### src/rtl/prng_rand_dispenser_pkg.sv
// Shared types and constants for the PRNG random-word dispenser.
// The warm-up length follows from the Trivium initialisation round count.
package prng_rand_dispenser_pkg;

    typedef enum logic [1:0] {
        ST_IDLE   = 2'd0,
        ST_RESEED = 2'd1,
        ST_WARMUP = 2'd2,
        ST_RUN    = 2'd3
    } state_e;

    localparam int PRNG_WORD_W          = 64;
    localparam int TRIVIUM_INIT_ROUNDS  = 1152;
    localparam int WARMUP_WORDS_DEFAULT = TRIVIUM_INIT_ROUNDS / PRNG_WORD_W;

    // Index width that stays legal (>=1 bit) even for a single-entry range.
    function automatic int idx_width(input int n);
        if (n <= 1) begin
            return 1;
        end else begin
            return $clog2(n);
        end
    endfunction

endpackage

### src/rtl/prng_rand_dispenser_word_fifo.sv
// Synchronous DEPTH x 64 word FIFO with flush; a push while full is
// accepted only when a pop completes in the same cycle.
module prng_word_fifo
    import prng_rand_dispenser_pkg::*;
#(
    parameter int DEPTH = 4
) (
    input  logic                    clk,
    input  logic                    reset,
    input  logic                    flush,
    input  logic                    push,
    input  logic                    pop,
    input  logic [PRNG_WORD_W-1:0]  wr_data,
    output logic [PRNG_WORD_W-1:0]  rd_data,
    output logic                    full,
    output logic                    empty,
    output logic [$clog2(DEPTH):0]  count
);

    localparam int PW = $clog2(DEPTH);

    logic [PRNG_WORD_W-1:0] mem_r [DEPTH];
    logic [PW-1:0]          wr_ptr_r;
    logic [PW-1:0]          rd_ptr_r;
    logic [PW:0]            count_r;
    logic                   push_ok_s;
    logic                   pop_ok_s;

    assign full      = (count_r == (PW+1)'(DEPTH));
    assign empty     = (count_r == (PW+1)'(0));
    assign push_ok_s = push && (!full || pop_ok_s);
    assign pop_ok_s  = pop && !empty;
    assign count     = count_r;
    assign rd_data   = mem_r[rd_ptr_r];

    // Pointer and occupancy bookkeeping; flush overrides push and pop.
    always_ff @(posedge clk) begin
        if (reset || flush) begin
            wr_ptr_r <= PW'(0);
            rd_ptr_r <= PW'(0);
            count_r  <= (PW+1)'(0);
        end else begin
            if (push_ok_s) wr_ptr_r <= wr_ptr_r + PW'(1);
            if (pop_ok_s)  rd_ptr_r <= rd_ptr_r + PW'(1);
            case ({push_ok_s, pop_ok_s})
                2'b10:   count_r <= count_r + (PW+1)'(1);
                2'b01:   count_r <= count_r - (PW+1)'(1);
                default: count_r <= count_r;
            endcase
        end
    end

    // Word storage, written only on an accepted push.
    always_ff @(posedge clk) begin
        if (!reset && !flush && push_ok_s) begin
            mem_r[wr_ptr_r] <= wr_data;
        end
    end

endmodule

### src/rtl/prng_rand_dispenser.sv
// Consumer side of the 64-bit Trivium PRNG: reseeds, discards warm-up words,
// buffers words and serves them as RW-bit chunks over valid/ready.
module prng_rand_dispenser
    import prng_rand_dispenser_pkg::*;
#(
    parameter int DEPTH        = 4,
    parameter int RW           = 32,
    parameter int WARMUP_WORDS = WARMUP_WORDS_DEFAULT
) (
    input  logic                    clk,
    input  logic                    reset,
    input  logic                    seed_req,
    output logic                    reseed,
    input  logic                    prng_valid,
    input  logic [PRNG_WORD_W-1:0]  prng_out,
    output logic [RW-1:0]           rand_out,
    output logic                    rand_valid,
    input  logic                    rand_ready,
    output logic                    run,
    output logic                    overflow,
    output logic [$clog2(DEPTH):0]  fill_level
);

    localparam int NCHUNK = PRNG_WORD_W / RW;
    localparam int KW     = idx_width(NCHUNK);
    localparam int WW     = idx_width(WARMUP_WORDS);
    localparam logic [KW-1:0] K_LAST = KW'(NCHUNK - 1);
    localparam logic [WW-1:0] W_LAST = WW'(WARMUP_WORDS - 1);

    state_e                 state_r;
    state_e                 state_s;
    logic                   reseed_r;
    logic                   overflow_r;
    logic [KW-1:0]          k_r;
    logic [WW-1:0]          warm_r;
    logic                   go_reseed_s;
    logic                   hs_s;
    logic                   pop_s;
    logic                   push_s;
    logic                   drop_s;
    logic                   full_s;
    logic                   empty_s;
    logic [PRNG_WORD_W-1:0] head_s;
    logic [$clog2(DEPTH):0] count_s;

    prng_word_fifo #(
        .DEPTH (DEPTH)
    ) u_fifo (
        .clk     (clk),
        .reset   (reset),
        .flush   (go_reseed_s),
        .push    (push_s),
        .pop     (pop_s),
        .wr_data (prng_out),
        .rd_data (head_s),
        .full    (full_s),
        .empty   (empty_s),
        .count   (count_s)
    );

    // Next-state, handshake, push/drop decisions.
    always_comb begin
        go_reseed_s = seed_req && (state_r != ST_RESEED);
        hs_s        = !empty_s && rand_ready;
        pop_s       = hs_s && (k_r == K_LAST);
        push_s      = 1'b0;
        drop_s      = 1'b0;
        state_s     = state_r;
        if (go_reseed_s) begin
            state_s = ST_RESEED;
        end else begin
            case (state_r)
                ST_IDLE:   state_s = ST_IDLE;
                ST_RESEED: state_s = ST_WARMUP;
                ST_WARMUP: begin
                    if (prng_valid && (warm_r == W_LAST)) begin
                        state_s = ST_RUN;
                    end else begin
                        state_s = ST_WARMUP;
                    end
                end
                ST_RUN: begin
                    state_s = ST_RUN;
                    if (prng_valid) begin
                        push_s = !full_s || pop_s;
                        drop_s = full_s && !pop_s;
                    end else begin
                        push_s = 1'b0;
                        drop_s = 1'b0;
                    end
                end
                default:   state_s = ST_IDLE;
            endcase
        end
    end

    // FSM register, registered reseed pulse, warm-up counter, sticky overflow.
    always_ff @(posedge clk) begin
        if (reset) begin
            state_r    <= ST_IDLE;
            reseed_r   <= 1'b0;
            warm_r     <= WW'(0);
            overflow_r <= 1'b0;
        end else begin
            state_r  <= state_s;
            reseed_r <= go_reseed_s;
            if (go_reseed_s) begin
                warm_r <= WW'(0);
            end else if ((state_r == ST_WARMUP) && prng_valid) begin
                warm_r <= warm_r + WW'(1);
            end
            if (drop_s) overflow_r <= 1'b1;
        end
    end

    // Chunk index within the head word; a reseed discards any partial word.
    always_ff @(posedge clk) begin
        if (reset || go_reseed_s) begin
            k_r <= KW'(0);
        end else if (hs_s) begin
            k_r <= pop_s ? KW'(0) : k_r + KW'(1);
        end
    end

    assign rand_valid = !empty_s;
    assign rand_out   = rand_valid ? head_s[int'(k_r) * RW +: RW] : RW'(0);
    assign reseed     = reseed_r;
    assign run        = (state_r == ST_RUN);
    assign overflow   = overflow_r;
    assign fill_level = count_s;

endmodule

### config.mk
export PLATFORM = sky130hd
export DESIGN_NAME = prng_rand_dispenser
export DESIGN_NICKNAME = d
export VERILOG_FILES = /design/src/rtl/prng_rand_dispenser_pkg.sv /design/src/rtl/prng_rand_dispenser_word_fifo.sv /design/src/rtl/prng_rand_dispenser.sv
export SDC_FILE = /design/constraint.sdc
export NUM_CORES = 1
export LEC_CHECK = 0
export CORE_MARGIN = 1
export CORE_UTILIZATION = 45
export CTS_CLUSTER_DIAMETER = 30
export DETAILED_ROUTE_END_ITERATION = 7
export GPL_TIMING_DRIVEN = 0
export PLACE_DENSITY = 0.78
export SLEW_MARGIN = 40
export SYNTH_ARGS = -nofsm -noshare
export SYNTH_HDL_FRONTEND = slang
export SYNTH_HIERARCHICAL = 1
export SYNTH_SLANG_ARGS = --single-unit
### constraint.sdc
create_clock -name clk -period 3.7 [get_ports clk]
set_input_delay 0.555 -clock clk [delete_from_list [all_inputs] [get_ports clk]]
set_output_delay 0.555 -clock clk [all_outputs]
set_load 0.01 [all_outputs]
# Word-level counts from Yosys, hierarchy flattened
# Memories as Yosys holds them, arrays and structs flattened. A register that Yosys moved wholly into a read port is not among the register bits.
# Cells that the tools add are included.
[totals]
ff_bits = 17
mem_bits_rw = 256
input_bits = 69
out_inout_bits = 39
wordCells = 63
memories = 1
[memory_table]
columns = ["memory", "depth", "width", "read_ports", "rd_ports_with_merged_regs", "write_ports", "line", "source"]
rows = [
  ["u_fifo.mem_r", 4, 64, 1, 1, 1, "prng_rand_dispenser_word_fifo.sv:22", "logic [PRNG_WORD_W-1:0] mem_r [DEPTH];"],
]
[op_classes]
n_addsub = 6
n_eq_ne = 8
shifts = 1
n_mux = 16
reduce_logical = 22
[ops]
columns = ["cell", "count"]
rows = [
  ["64-bit by 7-bit indexed part select with 32-bit output", 1],
  ["32-bit 2-to-1 mux", 1],
  ["1-bit 2-to-1 mux", 11],
  ["1-bit logical AND", 10],
  ["2-bit one-hot mux with 4 select lines", 1],
  ["2-bit == test (second input constant)", 3],
  ["3-bit one-hot mux with 2 select lines", 1],
  ["5-bit by 1-bit adder with 5-bit output (second input constant)", 1],
  ["5-bit == test (second input constant)", 1],
  ["1-bit zero test", 5],
  ["2-bit by 1-bit adder with 2-bit output (second input constant)", 2],
  ["2-bit by 1-bit == test with 1-bit output (second input constant)", 2],
  ["2-bit 2-to-1 mux", 2],
  ["3-bit by 1-bit adder with 3-bit output (second input constant)", 1],
  ["3-bit == test (second input constant)", 1],
  ["3-bit zero test", 1],
  ["1-bit logical OR", 3],
  ["3-bit by 1-bit subtractor with 3-bit output (second input constant)", 1],
  ["2-bit zero test", 1],
  ["2-bit by 1-bit inequality test with 1-bit output (second input constant)", 1],
  ["2-bit nonzero test", 1],
  ["2-bit OR reduction", 1],
  ["1-bit adder (second input constant)", 1],
]

# Logic depth before layout (Yosys ltp)
# Gate-level depths: netlist of run 1.
[logic_depth]
depth_word = 12
depth_mapped = 13
depth_no_buf = 10

# Hierarchy
# Netlist of run 1, hierarchy kept.
[modules_own_cells]
columns = ["mod", "n_inst", "cells_per_inst", "area_each_um2", "seq_area_each_um2"]
rows = [
  ["prng_word_fifo", 1, 402, 9780.6, 7867.5],
  ["prng_rand_dispenser", 1, 126, 953.4, 200.2],
]

# Least setup slack after synthesis of run 1
# Ideal clock, no wire load.
[synth_path]
path_kind = "reg2reg"
startpoint = "reg u_fifo.count_r[2], in the netlist u_fifo/count[2]"
endpoint = "mem u_fifo.mem_r[0][0] (enable)"
setup_time_ns = 0.429
t_arrival_ns = 3.332
t_required_ns = 3.271
path_slack_ns = -0.061
stages_incl_launch_ff = 10
path_buffers = 3
period_less_slack_ns = 3.761
path_cell_list = "dfxtp_1 > buf_2 > nor3_1 > clkbuf_1 > nor2b_1 > nand2_1 > a21oi_1 > clkbuf_1 > and2_4 > and3_1"
[synth_between]
elab_chain_len = 12
elab_cells_between_ends = 16
cone_classes = "eq/ne (1); mux (5); reduce/logical (10)"
[synth_rtl]
columns = ["item", "line", "source"]
rows = [
  ["start, declared", "prng_rand_dispenser_word_fifo.sv:25", "logic [PW:0] count_r;"],
  ["start signal, assigned", "prng_rand_dispenser_word_fifo.sv:41", "count_r <= (PW+1)'(0);"],
  ["start signal, assigned", "prng_rand_dispenser_word_fifo.sv:46", "2'b10: count_r <= count_r + (PW+1)'(1);"],
  ["start signal, assigned", "prng_rand_dispenser_word_fifo.sv:47", "2'b01: count_r <= count_r - (PW+1)'(1);"],
  ["3-bit zero test", "prng_rand_dispenser_word_fifo.sv:30", "assign empty = (count_r == (PW+1)'(0));"],
  ["named net empty_s", "prng_rand_dispenser.sv:42", "logic empty_s;"],
  ["1-bit zero test", "prng_rand_dispenser.sv:64", "hs_s = !empty_s && rand_ready;"],
  ["1-bit logical AND", "prng_rand_dispenser.sv:64", ""],
  ["1-bit logical AND", "prng_rand_dispenser.sv:65", "pop_s = hs_s && (k_r == K_LAST);"],
  ["1-bit logical OR", "prng_rand_dispenser.sv:85", "push_s = !full_s || pop_s;"],
  ["1-bit 2-to-1 mux", "prng_rand_dispenser.sv:84", "if (prng_valid) begin"],
  ["1-bit 2-to-1 mux", "prng_rand_dispenser.sv:72", "case (state_r)"],
  ["1-bit 2-to-1 mux", "prng_rand_dispenser.sv:69", "if (go_reseed_s) begin"],
  ["named net push_s", "prng_rand_dispenser.sv:39", "logic push_s;"],
  ["1-bit logical AND", "prng_rand_dispenser_word_fifo.sv:31", "assign push_ok_s = push && (!full || pop_ok_s);"],
  ["1-bit logical AND", "prng_rand_dispenser_word_fifo.sv:55", "if (!reset && !flush && push_ok_s) begin"],
  ["1-bit 2-to-1 mux", "prng_rand_dispenser_word_fifo.sv:55", ""],
  ["1-bit 2-to-1 mux (not written as such)", "prng_rand_dispenser_word_fifo.sv:56", "mem_r[wr_ptr_r] <= wr_data;"],
  ["end, declared", "prng_rand_dispenser_word_fifo.sv:22", ""],
]
# The timed path passes the listed nets, and every way through them passes these cells.

==> impl_metrics.ini, run 1 <==
[timing]
rsz0062_at_grt = false
slew_headroom = 0.5519
fin_setup_tns_ns = 0
fin_crit_sh = 0.9561
skew_ns = 0.01720
holdWs_ns = 0.4961
fmax_ghz = 0.2827
hold_violations = 0
slew_violations = 0
tightest_slew_ns = 0.6713
fin_crit_ns = 3.537
setup_violations = 0

[placed_design]
postPlaceCellArea_um2 = 12300
port_buffers = 107
place_congestion = 0.7663
dp_hpwl_um = 13650

[cells_and_area]
syn_to_final_growth_pct = 30.69
drive_above_1_share = 0.2585
design_area_um2 = 14030
layout.nets = 768
final_core_util = 0.5994

[logic_synthesis]
yosysWarnings = 6
synth_seq_cells = 275
synth_fa_ha_area_frac = 0.008859
synth_compound_area_frac = 0.01585
netlist_area_um2 = 10730
ys_types = 45
syn_nets = 604
synth_top_family_by_area = multiplexers
yosys.area_share.simple = 0.03707
muxShareOfSynthArea = 0.1641
synth-edff-count = 256
synth_top_flop_cell = edfxtp_1
async_reset_ff_frac = 0
syn_avg_cell_area_um2 = 20.33
ys_seq_area_frac = 0.7516
syn_inst = 528
synth_xor_area_frac = 0.005712

[routing]
ant_nets = 0
totalWireLength_um = 22290
drc = 0
viasPerCell = 5.277
drtPass1Iterations = 4
num_vias = 5573
wl_per_cell_um = 21.11
drtIter0Drc = 360

[clocking]
h-tree-depth = 2
clk_pin_slew_ns = 0.05
cts_max_path_buffers = 3
cts_tree = yes
clock-sinks = 275
clockRootBuffer = clkbuf_16
numCtsBuffers = 52
clkLatencyLatePin_ns = 0.55

[setup_path]
required_ns = 3.14
cp-end-kind = output port
critPathLaunchType = register
r2r-start = u_fifo/count[2]
r2r_slack_ns = 0.28
crit_type = reg -> out
r2r_end = u_fifo/mem_r[0][48]
r2r_cells = 10
cp.arrival_ns = 2.98
crit_fanout = 10

[power]
leakage_nw = 4.483
ir_worst_vdd_v = 0.0004276
p_per_area_nw_per_um2 = 568.9

[floorplan]
die_area_um2 = 24480
initial_core_util = 0.4587
core_area_um2 = 23400
io_pins = 108
dieHeight_um = 156.4
die_w_um = 156.4
num_rows = 56

[global_route]
antenna_found_initial = 2
grt_max_degree = 36
track_usage = 0.1874
grt_pass1_vias = 6046
overflow = 0
grt_pass1_wl_um = 33750

[hold_path]
hp-start = warm_r[4]
hold_class = reg -> reg
hold_depth = 2
hold_end = state_r[0]

[flow_run]
cap_violations = 0

[status]
status = finished clean
[timing repair]
action | CTS | global route
gates resized for setup | 0 | 10
hold buffers | 0 | 0
endpoints found under the hold margin | 0 | 0
setup endpoints to repair | 32 | 21
setup buffers | 0 | 0
[final cells by class]
type,instances,area [µm²]
Clock buffer,59,1348
Multi-Input combinational cell,214,2505
Fill cell,1691,9374
Clock inverter,38,369.1
Sequential cell,275,8068
Inverter,11,41.29
Antenna cell,2,5.005
Buffer,27,142.6
Timing Repair Buffer,111,1151
Tap cell,319,399.1
[through the flow]
| stage | power [mW] | worst slack [ns] | instances |
|---|---|---|---|
| floorplan | 3.476 | 0.6411 | 528 |
| detailed placement | 3.582 | 0.1414 | 958 |
| CTS | 8.057 | 0.001849 | 1054 |
| global route | 8.188 | 0.02696 | 1055 |
| finish | 7.981 | 0.1625 | 1056 |
| global placement | 3.571 | -0.4035 | 954 |
[registers in the layout (all words and copies together) (netlist names), named ones only]
signal and flops:
u_fifo/mem_r 256, warm_r 5, u_fifo/count 3, state_r 2, u_fifo/rd_ptr_r 2, u_fifo/wr_ptr_r 2
k_r 1, overflow 1, reseed 1
[worst max-delay path by stage]
stage / from / end / cells past startpoint
6_report: register / rand_out[13] / 6
4_1_cts: register / rand_out[13] / 5
3_3_place_gp: rand_ready / u_fifo/mem_r[0][58] / 7
2_1_floorplan: u_fifo/count[2] / u_fifo/mem_r[0][0] / 9
3_5_place_dp: rand_ready / u_fifo/mem_r[3][18] / 8
5_1_grt: register / rand_out[13] / 6
[cell families (layout without fill, tap and decap cells)]
group           count (synthesis)  count (layout)
compound gates                 25              25
simple gates                   79              79
flops                         275             275
other cells                     0               2
buf+inv                        39             246
xor+xnor                        7               7
mux                            96              96
fa+ha+maj                       7               7
[worst max-delay path, cell delays in order, from the launching register on]
cell	delay, ns
dfxtp_1	0.31
buf_2	0.32
buf_2	0.41
mux4_2	0.57
mux2i_1	0.21
nor2_1	0.09
clkdlybuf4s50_1	0.52
[Yosys cell counts (5+ instances only)]
cell,number,area share
buf_2,9,0.0042
dfxtp_1,19,0.035
a21oi_1,9,0.0042
nand3_1,5,0.0023
mux2i_1,32,0.030
ha_1,6,0.0070
inv_1,11,0.0038
xor2_1,5,0.0041
edfxtp_1,256,0.72
clkbuf_1,11,0.0038
mux4_2,64,0.13
nor2_1,45,0.016
[placed cells by master, fill, tap and decap left out, types with 2 or more instances in the layout]
master	count
clkinv_2	6
clkdlybuf4s50_1	107
inv_6	6
inv_1	11
clkbuf_1	11
ha_1	6
buf_12	4
and3_4	4
clkinv_8	3
mux4_2	64
buf_4	4
clkinvlp_4	8
nand4b_1	2
nor2_1	45
a21oi_1	9
nand3_1	5
o21ai_0	3
xor2_1	5
xnor2_1	2
or3_1	3
clkbuf_16	52
clkinv_1	4
o211ai_1	2
clkbuf_8	2
dfxtp_1	19
clkbuf_2	6
clkinv_4	7
or2_2	4
mux2i_1	32
nand2b_1	2
diode_2	2
bufinv_16	3
buf_2	9
nand4_1	2
edfxtp_1	256
and2_1	2
nand2_1	3
[metal layers]
layer	global-route usage	wire [µm]	vias up
met4	0.07423	455	0
met1	0.2310	8904	2852
li1	-	-	2492
met5	0	0	-
met2	0.3202	11480	189
met3	0.04403	1448	40
[where the power goes]
part	leakage [nW]	total [mW]	switching [mW]	internal, mW
Clock	0.817	4.46	1.59	2.86
Combinational	1.21	0.118	0.0476	0.0704
Sequential	2.45	3.41	0.00216	3.40
Power figures use the tool's default switching activity.
==> run 2: changes to the inputs <==
--- a/config.mk
+++ b/config.mk
@@ -5,9 +5,11 @@
 export SDC_FILE = /design/constraint.sdc
 export NUM_CORES = 1
 export LEC_CHECK = 0
+export CORE_ASPECT_RATIO = 0.8
 export CORE_MARGIN = 1
 export CORE_UTILIZATION = 45
 export CTS_CLUSTER_DIAMETER = 30
+export CTS_CLUSTER_SIZE = 28
 export DETAILED_ROUTE_END_ITERATION = 7
 export GPL_TIMING_DRIVEN = 0
 export PLACE_DENSITY = 0.78
==> impl_metrics.ini, run 2 (synthesis gave the netlist of run 1 again) <==
[power]
p_per_area_nw_per_um2 = 549.2
ir_worst_vdd_v = 0.0004921
total_power_mw = 7.639
leakage_nw = 4.445

[timing]
fin_ws_ns = 0.2521
rsz0062_at_grt = false
tightest_slew_ns = 0.6380
holdWs_ns = 0.4676
fin_crit_sh = 0.9319
skew_ns = 0.01234
fin_crit_ns = 3.448
slew_headroom = 0.5747
setup_violations = 0
fin_setup_tns_ns = 0
slew_violations = 0
fmax_ghz = 0.2900
hold_violations = 0

[clocking]
cts_max_path_buffers = 3
clock-sinks = 275
clockRootBuffer = clkbuf_16
h-tree-depth = 2
postCtsSetupRepairBufs = 0
clkLatencyLatePin_ns = 0.52
cts_tree = yes
clk_pin_slew_ns = 0.05
numCtsBuffers = 45

[routing]
drc = 0
ant_nets = 0
totalWireLength_um = 21550
drtPass1Iterations = 4
num_vias = 5494
wl_per_cell_um = 20.76
drtIter0Drc = 376
viasPerCell = 5.293

[setup_path]
required_ns = 3.14
r2r_end = u_fifo/mem_r[2][45]
critPathLaunchType = register
crit_type = reg -> out
cp-end-kind = output port
cp.arrival_ns = 2.89
r2r_cells = 11
r2r_slack_ns = 0.38
r2r-start = u_fifo/count[2]
crit_fanout = 10

[cells_and_area]
final_common_cell = edfxtp_1
most-common-layout-cells = edfxtp_1 (256), clkdlybuf4s50_1 (107), mux4_2 (64)
design_area_um2 = 13910
layout.nets = 766
antennaDiodeCount = 0
drive_above_1_share = 0.2479
largest-register = u_fifo/mem_r
final_cell_count_no_fill = 1038
largest_register_ffs = 256
fill_cells = 1672
syn_to_final_growth_pct = 29.58
final_core_util = 0.5945

[hold_path]
hold_depth = 1
hp-start = overflow
hold_end = overflow
hold_class = reg -> reg

[global_route]
grt_max_degree = 30
antenna_found_initial = 0
grt_pass1_vias = 6030
grt_pass1_wl_um = 33940
track_usage = 0.1845
overflow = 0

[placed_design]
place_congestion = 0.7508
port_buffers = 107
place_ws_ns = 0.1066
dp_hpwl_um = 13900
postPlaceCellArea_um2 = 12370
dp.cells = 955

[floorplan]
die_w_um = 174.7
num_rows = 50
die_area_um2 = 24480
core_area_um2 = 23400
initial_core_util = 0.4588
io_pins = 108
dieHeight_um = 140.1

[flow_run]
cap_violations = 0

[status]
status = finished clean
[run 2: cell types whose count changed in the layout (fill, tap and decap cells not counted), sizes merged]
cell / before / now
buf: 19 / 25
clkinvlp: 8 / 4
diode: 2 / 0
bufinv: 3 / 5
clkbuf: 71 / 64
clkinv: 20 / 17
inv: 18 / 15
[run 2: report_power, final]
part           switching, mW  internal, mW  total [mW]  leakage [nW]
Sequential           0.00234          3.40        3.40          2.45
Clock                   1.41          2.71        4.12         0.741
Combinational         0.0475        0.0704       0.118          1.25
[run 2: critical path: stages (launching register included)]
cell and delay, ns:
dfxtp_1 0.31, clkbuf_1 0.49, clkbuf_2 0.44, mux4_2 0.37
mux2i_1 0.17, nor2_1 0.08, clkdlybuf4s50_1 0.51
[run 2: routing by layer]
metal  share of wire  global-route usage  vias up  wire [µm]
li1                -                   -     2476          -
met1            0.41              0.2449     2787       8867
met2            0.50              0.3026      196      10790
met3           0.065             0.03936       35       1390
met4           0.023             0.06636        0        501
met5               0                   0        -          0
[run 2: cell type report]
| type | instances | area [µm²] | area share |
|---|---|---|---|
| sequential | 275 | 8068 | 0.5800 |
| multi-input combinational | 214 | 2505 | 0.1801 |
| inverter | 11 | 41.29 | 0.002968 |
| timing repair buffer | 115 | 1231 | 0.08851 |
| buffer | 28 | 147.6 | 0.01061 |
| clock inverter | 30 | 307.8 | 0.02213 |
| clock buffer | 53 | 1219 | 0.08761 |
| tap | 312 | 390.4 | 0.02807 |
[run 2: how the worst max path moves through the flow]
stage,from,endpoint,slack [ns],depth (start not counted)
2_1_floorplan,u_fifo/count[2],u_fifo/mem_r[0][0],0.64,9
3_3_place_gp,rand_ready,u_fifo/mem_r[3][50],-0.43,7
3_5_place_dp,rand_ready,u_fifo/mem_r[2][14],0.11,9
4_1_cts,register,rand_out[15],0.0005,6
5_1_grt,register,rand_out[14],0.08,6
6_report,register,rand_out[14],0.25,6
[run 2: repair_timing]
item                       CTS  global route
setup endpoints to repair   12            55
hold buffers                 0             0
resized for setup            3             8
==> run 3: changes to the inputs <==
--- a/config.mk
+++ b/config.mk
@@ -5,14 +5,12 @@
 export SDC_FILE = /design/constraint.sdc
 export NUM_CORES = 1
 export LEC_CHECK = 0
-export CORE_ASPECT_RATIO = 0.8
 export CORE_MARGIN = 1
 export CORE_UTILIZATION = 45
 export CTS_CLUSTER_DIAMETER = 30
 export CTS_CLUSTER_SIZE = 28
 export DETAILED_ROUTE_END_ITERATION = 7
-export GPL_TIMING_DRIVEN = 0
-export PLACE_DENSITY = 0.78
+export PLACE_DENSITY = 0.75
 export SLEW_MARGIN = 40
 export SYNTH_ARGS = -nofsm -noshare
 export SYNTH_HDL_FRONTEND = slang
==> constraint.sdc (replaced) <==
create_clock -name clk -period 3.9 [get_ports clk]
set_input_delay 0.585 -clock clk [delete_from_list [all_inputs] [get_ports clk]]
set_output_delay 0.585 -clock clk [all_outputs]
set_load 0.01 [all_outputs]
==> impl_metrics.ini, run 3 (synthesis gave the netlist of run 1 again) <==
[timing]
fin_setup_tns_ns = 0
skew_ns = 0.02482
rsz0062_at_grt = false
slew_violations = 0
hold_violations = 0
fin_crit_sh = 0.8858
setup_violations = 0
tightest_slew_ns = 0.7591
slew_headroom = 0.4939
fmax_ghz = 0.2895
fin_crit_ns = 3.455

[floorplan]
dieHeight_um = 156.4
core_area_um2 = 23400
io_pins = 108
num_rows = 56
initial_core_util = 0.4587
die_area_um2 = 24480
die_w_um = 156.4

[routing]
ant_nets = 0
top_layer = met5
wl_met1_um = 8792
drtPass1Iterations = 5
route.met2.wl_um = 11240
num_vias = 5462
totalWireLength_um = 21550
drtIter0Drc = 314
wl_met3_um = 1099
viasPerCell = 5.303
wl_per_cell_um = 20.92
drc = 0

[cells_and_area]
final_common_cell = edfxtp_1
largest_register_ffs = 256
fill_cells = 1630
syn_to_final_growth_pct = 29.55
drive_above_1_share = 0.2437
largest-register = u_fifo/mem_r
most-common-layout-cells = edfxtp_1 (256), clkdlybuf4s50_1 (107), mux4_2 (64)
final_cell_count_no_fill = 1030
layout.nets = 747

[setup_path]
r2r_end = u_fifo/count[2]
r2r-start = u_fifo/count[0]
worstPathCellList = buf_12 -> mux4_2 -> mux2i_1 -> nor2_1 -> clkdlybuf4s50_1
critPathBufInv = 2
crit_fanout = 36
max_stage_delay_ns = 0.58
r2r_cells = 10
critPathLaunchType = register
r2r_slack_ns = 1.22
cp.arrival_ns = 2.87
required_ns = 3.31
critical-path-top-delay-family = buffers and inverters
cp_slowest_cell = dfxtp_4
crit_type = reg -> out
cp-end-kind = output port

[power]
p_per_area_nw_per_um2 = 535.1
leakage_nw = 4.401
ir_worst_vdd_v = 0.0003312

[flow_run]
cap_violations = 0

[clocking]
clk_pin_slew_ns = 0.05
clockRootBuffer = clkbuf_16
cts_tree = yes
cts_max_path_buffers = 3
postCtsSetupRepairBufs = 0
h-tree-depth = 2
cts_resized = 0
clock-sinks = 275
clkLatencyLatePin_ns = 0.55
numCtsBuffers = 49
hold_buffers = 0

[global_route]
grt_pass1_wl_um = 33290
track_usage = 0.1827
grt_max_degree = 65
overflow = 0
grt_pass1_vias = 5904
antenna_found_initial = 2

[hold_path]
hold_class = reg -> reg
hold_end = overflow
hp-start = overflow
hold_depth = 1

[placed_design]
place_congestion = 0.7294
dp_hpwl_um = 12380
dp.cells = 939
port_buffers = 107

[status]
status = finished clean
[run 3: per-stage QoR]
step / instance area [µm²] / hold slack [ns] / power [mW] / utilization / setup slack, ns
floorplan: 10730 / 0.4516 / 3.298 / - / 0.1386
global placement: 12270 / 0.4629 / 3.396 / 0.5241 / 0.9042
detailed placement: 12270 / 0.4677 / 3.403 / 0.5241 / 0.8375
CTS: 13900 / 0.4785 / 7.499 / 0.5941 / 0.3827
global route: 13900 / 0.5231 / 7.642 / 0.5941 / 0.2960
finish: 13910 / 0.4765 / 7.441 / 0.5942 / 0.4453
[run 3: power breakdown]
part | internal, mW | total [mW] | leakage [nW] | switching, mW
combinational | 0.0666 | 0.118 | 1.16 | 0.0512
sequential | 3.23 | 3.23 | 2.46 | 0.00210
clock | 2.61 | 4.09 | 0.785 | 1.48
[run 3: final cells by class]
type,instances,area (µm²),area share
repair buffers,120,1256,0.09034
inverters,11,41.29,0.002969
clock inverters,36,392.9,0.02825
clock buffers,54,1245,0.08953
diodes,1,2.502,0.0001800
multi-input cells,214,2495,0.1794
well taps,319,399.1,0.02870
flip-flops and latches,275,8074,0.5806
[run 3: metal layers]
layer | track usage | vias up
met5 | 0 | -
met4 | 0.06116 | 2
met3 | 0.04237 | 38
met2 | 0.3099 | 163
met1 | 0.2320 | 2824
li1 | - | 2435
[run 3: worst max path at each step]
stage                     endpoint            start  cells after the start
2_1_floorplan   u_fifo/mem_r[0][0]  u_fifo/count[2]                      9
3_3_place_gp   u_fifo/mem_r[3][12]       rand_ready                      8
3_5_place_dp   u_fifo/mem_r[3][12]       rand_ready                      8
4_1_cts                rand_out[5]         register                      5
5_1_grt                rand_out[5]         register                      5
6_report               rand_out[5]         register                      5
[run 3: worst reg2reg max path: cells and delay by family, from the launching register on]
kind,cells,cell delay [ns]
simple gates,5,0.92
flops,1,0.55
compound gates,3,0.48
fa+ha+maj,1,0.37
buf+inv,1,0.29
